==> config.mk <==
export PLATFORM = sky130hd
export DESIGN_NAME = cacode_nco_gen_flat
export DESIGN_NICKNAME = d
export VERILOG_FILES = /design/src/rtl/cacode_nco_gen_if.sv /design/src/rtl/cacode_nco_gen.sv /design/src/flat_wrapper.sv
export SDC_FILE = /design/constraint.sdc
export NUM_CORES = 1
export LEC_CHECK = 0
export ABC_AREA = 0
export CAP_MARGIN = 30
export CORE_UTILIZATION = 50
export CTS_CLUSTER_SIZE = 30
export DETAILED_ROUTE_END_ITERATION = 8
export HOLD_SLACK_MARGIN = 0.02
export PLACE_DENSITY = 0.83
export SLEW_MARGIN = 20
export SYNTH_ARGS = -nofsm -noshare
export SYNTH_HDL_FRONTEND = slang
export SYNTH_SLANG_ARGS = --single-unit
==> constraint.sdc <==
create_clock -name clk -period 7.4 [get_ports clk]
set_input_delay 1.11 -clock clk [delete_from_list [all_inputs] [get_ports clk]]
set_output_delay 1.11 -clock clk [all_outputs]
set_load 0.05 [all_outputs]
==> src/rtl/cacode_nco_gen_if.sv <==
// Configuration, NCO rate, slew handshake and code outputs of cacode_nco_gen.
interface cacode_nco_gen_if #(
  parameter int unsigned PHASE_W = 32,
  parameter int unsigned OMEGA_W = PHASE_W
);
  logic [9:0]         g1_init;
  logic [9:0]         g2_init;
  logic [3:0]         t0;
  logic [3:0]         t1;
  logic [OMEGA_W-1:0] nco_omega;
  logic               load;
  logic               slew_req;
  logic               slew_dir;
  logic [9:0]         slew_chips;
  logic               slew_ack;
  logic               slew_busy;
  logic               chip;
  logic               chip_strobe;
  logic               epoch;
  logic [9:0]         chip_idx;
  logic [PHASE_W-1:0] nco_phase;

  modport master (
    output g1_init, g2_init, t0, t1, nco_omega, load, slew_req, slew_dir, slew_chips,
    input  slew_ack, slew_busy, chip, chip_strobe, epoch, chip_idx, nco_phase
  );

  modport slave (
    input  g1_init, g2_init, t0, t1, nco_omega, load, slew_req, slew_dir, slew_chips,
    output slew_ack, slew_busy, chip, chip_strobe, epoch, chip_idx, nco_phase
  );
endinterface

==> src/rtl/cacode_nco_gen.sv <==
// GPS L1 C/A code generator stepped by a phase-accumulator NCO.
// Define CACODE_NCO_SLEW_EN to include the advance/retard code-phase slew FSM.
module cacode_nco_gen #(
  parameter int unsigned PHASE_W = 32,
  parameter int unsigned OMEGA_W = PHASE_W
) (
  input logic             clk,
  input logic             rst,
  cacode_nco_gen_if.slave bus
);
  localparam int unsigned SUM_W    = PHASE_W + 1;
  localparam logic [9:0]  LAST_IDX = 10'd1022;

  typedef struct packed {
    logic [9:0] g1;
    logic [9:0] g2;
    logic [9:0] idx;
  } code_t;

  // One code step; the last chip reloads both LFSRs so the period is 1023 for any init.
  function automatic code_t step_f(input code_t s, input logic [9:0] g1i, input logic [9:0] g2i);
    code_t r;
    if (s.idx == LAST_IDX) begin
      r.g1  = g1i;
      r.g2  = g2i;
      r.idx = '0;
    end else begin
      r.g1  = {s.g1[8:0], s.g1[2] ^ s.g1[9]};
      r.g2  = {s.g2[8:0], s.g2[1] ^ s.g2[2] ^ s.g2[5] ^ s.g2[7] ^ s.g2[8] ^ s.g2[9]};
      r.idx = s.idx + 10'd1;
    end
    return r;
  endfunction

  function automatic logic tap_f(input logic [9:0] g, input logic [3:0] t);
    logic [3:0] sel;
    sel = (t == 4'd0 || t > 4'd10) ? 4'd9 : t - 4'd1;
    return g[sel];
  endfunction

  logic [PHASE_W-1:0] phase_q, phase_d;
  code_t              code_q, code_d, s1, s2;
  logic               strobe_q, strobe_d;
  logic               epoch_q, epoch_d;
  logic               carry;
  logic [1:0]         n_steps;
  logic               adv_extra;
  logic               swallow;

  assign {carry, phase_d} = {1'b0, phase_q} + SUM_W'(bus.nco_omega);

  // Apply 0..2 sequential code steps; a wrap on either step raises epoch.
  always_comb begin
    s1       = step_f(code_q, bus.g1_init, bus.g2_init);
    s2       = step_f(s1, bus.g1_init, bus.g2_init);
    n_steps  = 2'(carry) + 2'(adv_extra) - 2'(swallow);
    code_d   = code_q;
    epoch_d  = 1'b0;
    strobe_d = (n_steps != 2'd0);
    case (n_steps)
      2'd1: begin
        code_d  = s1;
        epoch_d = (code_q.idx == LAST_IDX);
      end
      2'd2: begin
        code_d  = s2;
        epoch_d = (code_q.idx == LAST_IDX) || (s1.idx == LAST_IDX);
      end
      default: ;
    endcase
  end

  always_ff @(posedge clk) begin
    if (rst || bus.load) begin
      phase_q    <= '0;
      code_q.g1  <= bus.g1_init;
      code_q.g2  <= bus.g2_init;
      code_q.idx <= '0;
      strobe_q   <= 1'b0;
      epoch_q    <= 1'b0;
    end else begin
      phase_q  <= phase_d;
      code_q   <= code_d;
      strobe_q <= strobe_d;
      epoch_q  <= epoch_d;
    end
  end

`ifdef CACODE_NCO_SLEW_EN
  typedef enum logic [1:0] {S_IDLE, S_ADV, S_RET, S_ACK} slew_state_e;

  slew_state_e state_q, state_d;
  logic [9:0]  rem_q, rem_d;
  logic        armed_q, armed_d;

  always_ff @(posedge clk) begin
    if (rst) begin
      state_q <= S_IDLE;
      rem_q   <= '0;
      armed_q <= 1'b1;
    end else begin
      state_q <= state_d;
      rem_q   <= rem_d;
      armed_q <= armed_d;
    end
  end

  // armed_q blocks a request that stays high through ACK until it has been seen low.
  always_comb begin
    state_d   = state_q;
    rem_d     = rem_q;
    armed_d   = armed_q | ~bus.slew_req;
    adv_extra = 1'b0;
    swallow   = 1'b0;
    case (state_q)
      S_IDLE: begin
        if (bus.slew_req && armed_q && !bus.load) begin
          armed_d = 1'b0;
          rem_d   = bus.slew_chips;
          if (bus.slew_chips == 10'd0) state_d = S_ACK;
          else if (bus.slew_dir)       state_d = S_ADV;
          else                         state_d = S_RET;
        end
      end
      S_ADV: begin
        adv_extra = 1'b1;
        rem_d     = rem_q - 10'd1;
        if (rem_q == 10'd1) state_d = S_ACK;
      end
      S_RET: begin
        if (carry) begin
          swallow = 1'b1;
          rem_d   = rem_q - 10'd1;
          if (rem_q == 10'd1) state_d = S_ACK;
        end
      end
      S_ACK:   state_d = S_IDLE;
      default: state_d = S_IDLE;
    endcase
    if (bus.load && (state_q == S_ADV || state_q == S_RET)) state_d = S_ACK;
  end

  assign bus.slew_ack  = (state_q == S_ACK);
  assign bus.slew_busy = (state_q == S_ADV) || (state_q == S_RET);
`else
  logic unused_slew;
  assign unused_slew   = ^{bus.slew_req, bus.slew_dir, bus.slew_chips};
  assign adv_extra     = 1'b0;
  assign swallow       = 1'b0;
  assign bus.slew_ack  = 1'b0;
  assign bus.slew_busy = 1'b0;
`endif

  assign bus.chip        = code_q.g1[9] ^ tap_f(code_q.g2, bus.t0) ^ tap_f(code_q.g2, bus.t1);
  assign bus.chip_strobe = strobe_q;
  assign bus.epoch       = epoch_q;
  assign bus.chip_idx    = code_q.idx;
  assign bus.nco_phase   = phase_q;
endmodule
==> src/flat_wrapper.sv <==
// flat-port wrapper written by rule: the top's interface ports become plain ports
module cacode_nco_gen_flat 
#(
  parameter int unsigned PHASE_W = 32,
  parameter int unsigned OMEGA_W = PHASE_W
)
  (clk, rst, bus_g1_init, bus_g2_init, bus_t0, bus_t1, bus_nco_omega, bus_load, bus_slew_req, bus_slew_dir, bus_slew_chips, bus_slew_ack, bus_slew_busy, bus_chip, bus_chip_strobe, bus_epoch, bus_chip_idx, bus_nco_phase);
  cacode_nco_gen_if #(.PHASE_W(PHASE_W), .OMEGA_W(OMEGA_W)) bus_i ();
  input logic clk;
  input logic rst;
  input wire logic [$bits(bus_i.g1_init)-1:0] bus_g1_init;
  input wire logic [$bits(bus_i.g2_init)-1:0] bus_g2_init;
  input wire logic [$bits(bus_i.t0)-1:0] bus_t0;
  input wire logic [$bits(bus_i.t1)-1:0] bus_t1;
  input wire logic [$bits(bus_i.nco_omega)-1:0] bus_nco_omega;
  input wire logic [$bits(bus_i.load)-1:0] bus_load;
  input wire logic [$bits(bus_i.slew_req)-1:0] bus_slew_req;
  input wire logic [$bits(bus_i.slew_dir)-1:0] bus_slew_dir;
  input wire logic [$bits(bus_i.slew_chips)-1:0] bus_slew_chips;
  output wire logic [$bits(bus_i.slew_ack)-1:0] bus_slew_ack;
  output wire logic [$bits(bus_i.slew_busy)-1:0] bus_slew_busy;
  output wire logic [$bits(bus_i.chip)-1:0] bus_chip;
  output wire logic [$bits(bus_i.chip_strobe)-1:0] bus_chip_strobe;
  output wire logic [$bits(bus_i.epoch)-1:0] bus_epoch;
  output wire logic [$bits(bus_i.chip_idx)-1:0] bus_chip_idx;
  output wire logic [$bits(bus_i.nco_phase)-1:0] bus_nco_phase;
  assign bus_i.g1_init = bus_g1_init;
  assign bus_i.g2_init = bus_g2_init;
  assign bus_i.t0 = bus_t0;
  assign bus_i.t1 = bus_t1;
  assign bus_i.nco_omega = bus_nco_omega;
  assign bus_i.load = bus_load;
  assign bus_i.slew_req = bus_slew_req;
  assign bus_i.slew_dir = bus_slew_dir;
  assign bus_i.slew_chips = bus_slew_chips;
  assign bus_slew_ack = bus_i.slew_ack;
  assign bus_slew_busy = bus_i.slew_busy;
  assign bus_chip = bus_i.chip;
  assign bus_chip_strobe = bus_i.chip_strobe;
  assign bus_epoch = bus_i.epoch;
  assign bus_chip_idx = bus_i.chip_idx;
  assign bus_nco_phase = bus_i.nco_phase;
  cacode_nco_gen #(.PHASE_W(PHASE_W), .OMEGA_W(OMEGA_W)) u_core (.clk(clk), .rst(rst), .bus(bus_i));
endmodule
==> out/qor.yml <==
cts:
  clk_path_buf_depth: 2
  post_cts_resized: 0
  cts_hold_buf: 0
  cts_buffers: 9
  clock_latency_ns: 0.35
  clock-sinks: 64
  clk_pin_slew_worst_paths_ns: 0.07
  cts_root_buf: "clkbuf_8"
  cts_tree: "yes"
  cts_setup_buffers: 0
  cts_max_level: 3
synth:
  synth-seq-area-share_pct: 33.7
  synth_area_sq_mm: 0.00439
  synthArstFlopShare_pct: 0
  avgSynthCellArea_sq_um: 9.00
  synth_compound_area_share_pct: 24.6
  synth_cell_types: 61
  synthSimpleGateAreaFrac_pct: 16.7
  synth_seq_cells: 64
  yosys-mux-area-fraction_pct: 1.62
  synth_top_family_by_area: "compound AO/OA/AOI/OAI gates"
  synthTopCellsByArea: "dfxtp_1 20%, edfxtp_1 14%, ha_1 11%"
  ys.warnings.count: 0
  synthFlopType: "dfxtp_1"
  synth-edff-count: 20
  netlist.area_leader.share_pct: 20.1
  synthCells: 488
  synth_top_area_cell: "dfxtp_1"
  synth_fa_ha_area_share_pct: 11.9
  synth-xor-area-share_pct: 6.58
die:
  die_w_um: 95.7
  core_area_sq_mm: 0.00834
  die_area_sq_mm: 0.00916
  rows: 33
  ios: 122
  die_h_um: 95.7
  start_util_pct: 52.7
global_route:
  use_met3_pct: 7.50
  grt_first_pass_wirelength_um: 17700
  grt_overflow_total: 0
  use_met1_pct: 30.1
  grt_antenna_before_repair: 0
  grt_pass1_vias: 3914
  top_usage_layer: "met2"
  grt_max_degree: 38
  gr-usage-met2_pct: 41.9
  grt.total_usage_pct: 24.8
routing:
  drc: 0
  ant_nets: 0
  drt-total-wl_um: 10900
  dr.pass1.iters: 5
  first_iter_violations: 230
  via_per_inst: 5.86
  wl_per_cell_um: 15.9
  num_vias: 4039
final_layout:
  final_nets: 695
  finalInstanceArea_sq_mm: 0.00568
  drive_above_1_share_pct: 4.97
  post-route-util_pct: 68.1
  area_growth_pct: 29.3
  antenna_cells: 0
  fillers: 700
timing:
  finalMaxSlewViolations: 0
  hold_slack_ns: 0.511
  fmax_ghz: 0.177
  fin_crit_sh_pct: 76.4
  setup_violations: 0
  worstMarginPinSlew_ns: 0.812
  tns_ns: 0
  slew_headroom_pct: 45.8
  finalHoldViolCount: 0
  min_period_ns: 5.65
  finClkSkew_ns: 0.0115
  rsz0062_at_grt: "no"
power:
  p_sw_share_pct: 34.4
  finalPower_uw: 1120
  p_int_uw: 738
  power_frac_comb_pct: 32.5
  powerDensity_mw_per_mm2: 198
  pwr-share-clk_pct: 31.1
  switchingPower_uw: 387
  leakagePower_uw: 0.00234
  power_frac_seq_pct: 36.4
  peakVddDrop_mv: 0.108
placement:
  place_hpwl_um: 8050
  gp_congestion: 0.894
  placement.cell_area_sq_mm: 0.00545
  portBuffers: 107
worst_setup_path:
  worstPathMaxFanout: 7
  cp.buffers_inverters: 3
  crit_slowest_cell: "clkdlybuf4s50_1"
  arrival_ns: 4.54
  max_stage_delay_ns: 0.81
  cp_common_cell: "clkdlybuf4s50_1"
  r2r_setup_slack_ns: 3.59
  worst-setup-path-type: "primary input to output port"
  crit_path_cell_trace: "clkdlybuf4s50_1 -> inv_1 -> ha_1 -> nor2b_1 -> o22ai_1 -> nand2_1 -> a2bb2oi_1 -> a2111oi_0 -> nor3_1 -> xor2_1 -> xnor2_1 -> clkdlybuf4s50_1"
  cp.required_ns: 6.29
  startpoint_type: "primary input"
  end_kind: "output port"
  cpLargestDelayFamily: "buffers and inverters"
worst_hold_path:
  holdCritPathClass: "flip-flop to flip-flop"
outcome:
  status: "finished, final reports clean"
job:
  maxCapViolCount: 0
## metal layers
layer	share of wire (%)	up-vias	wire, um
met3	8.1	16	888
li1	-	1989	-
met1	43	1891	4690
met4	1.4	0	149
met2	48	143	5220
met5	0	-	0
## cell usage after synthesis, types with 13 or more instances
library cell,number
o21ai_0,17
nand3_1,16
edfxtp_1,20
nand2_1,23
o21ai_1,15
a21o_1,21
ha_1,40
a22o_1,20
xnor2_1,18
buf_4,13
a21oi_1,33
dfxtp_1,44
nor2_1,49
xor2_1,15
## cells in the final DEF (no fill, tap or decap), drive strengths merged, types with 5 or more instances in the layout
master           n
o31ai            6
xnor2           18
xor2            15
ha              40
clkbuf           9
nand2b           5
a21oi           33
nand3           16
nand4            7
and3             6
a21o            21
nor3            11
edfxtp          20
inv             13
or3              9
nor2            50
dfxtp           44
nand2           23
a22o            20
mux2i            6
o21ai           32
clkdlybuf4s50  107
and2             7
nor2b            7
## logic make-up (layout without fill, tap and decap cells)
logic type	Yosys count	count (layout)
compound gates	153	153
mux	7	7
flops	64	64
other cells	1	2
fa+ha+maj	41	41
simple gates	148	148
buf+inv	41	136
xor+xnor	33	33
## final timing paths
| check | startpoint | endpoint | depth (start not counted) |
|---|---|---|---|
| max | bus_t0[0] | bus_chip | 12 |
| min | u_core.bus.chip_idx[1] | u_core.bus.chip_idx[1] | 2 |
| max reg2reg | u_core.bus.nco_phase[0] | u_core.code_q[25] | 9 |
| min reg2reg | u_core.bus.chip_idx[1] | u_core.bus.chip_idx[1] | 2 |
## per-stage QoR
stage          worst slack, ns  instances
6_report                  1.75        689
4_1_cts                   1.76        689
3_5_place_dp              1.76        673
5_1_grt                   1.55        689
3_3_place_gp              1.85        672
2_1_floorplan             2.54        489
## worst min-delay path, cell delays in order, from the launching register on
cell	delay, ns
dfxtp_1	0.35
nand2_1	0.07
a21oi_1	0.05
## layout make-up
| class | count | area, sq um | area share [%] |
|---|---|---|---|
| repair buffers | 109 | 1090 | 19.2 |
| multi-input cells | 384 | 2710 | 47.7 |
| inverters | 11 | 41.3 | 0.727 |
| well taps | 105 | 131 | 2.31 |
| flip-flops and latches | 64 | 1480 | 26.1 |
| clock buffers | 9 | 124 | 2.18 |
| clock inverters | 7 | 104 | 1.83 |
## sequential cells by signal (all words and copies together), names as in the netlist
register	cells
u_core.bus.epoch	1
u_core.code_q	20
u_core.bus.chip_strobe	1
u_core.bus.chip_idx	10
u_core.bus.nco_phase	32
## power by group through the flow
stage / combinational (uW) / clock, uW / sequential (uW)
after floorplan: 204 / 0 / 463
final: 366 / 349 / 410
after global placement: 352 / 0 / 416
after CTS: 364 / 356 / 409
after global routing: 395 / 370 / 413
after detailed placement: 360 / 0 / 417
Power figures use the tool's default switching activity.
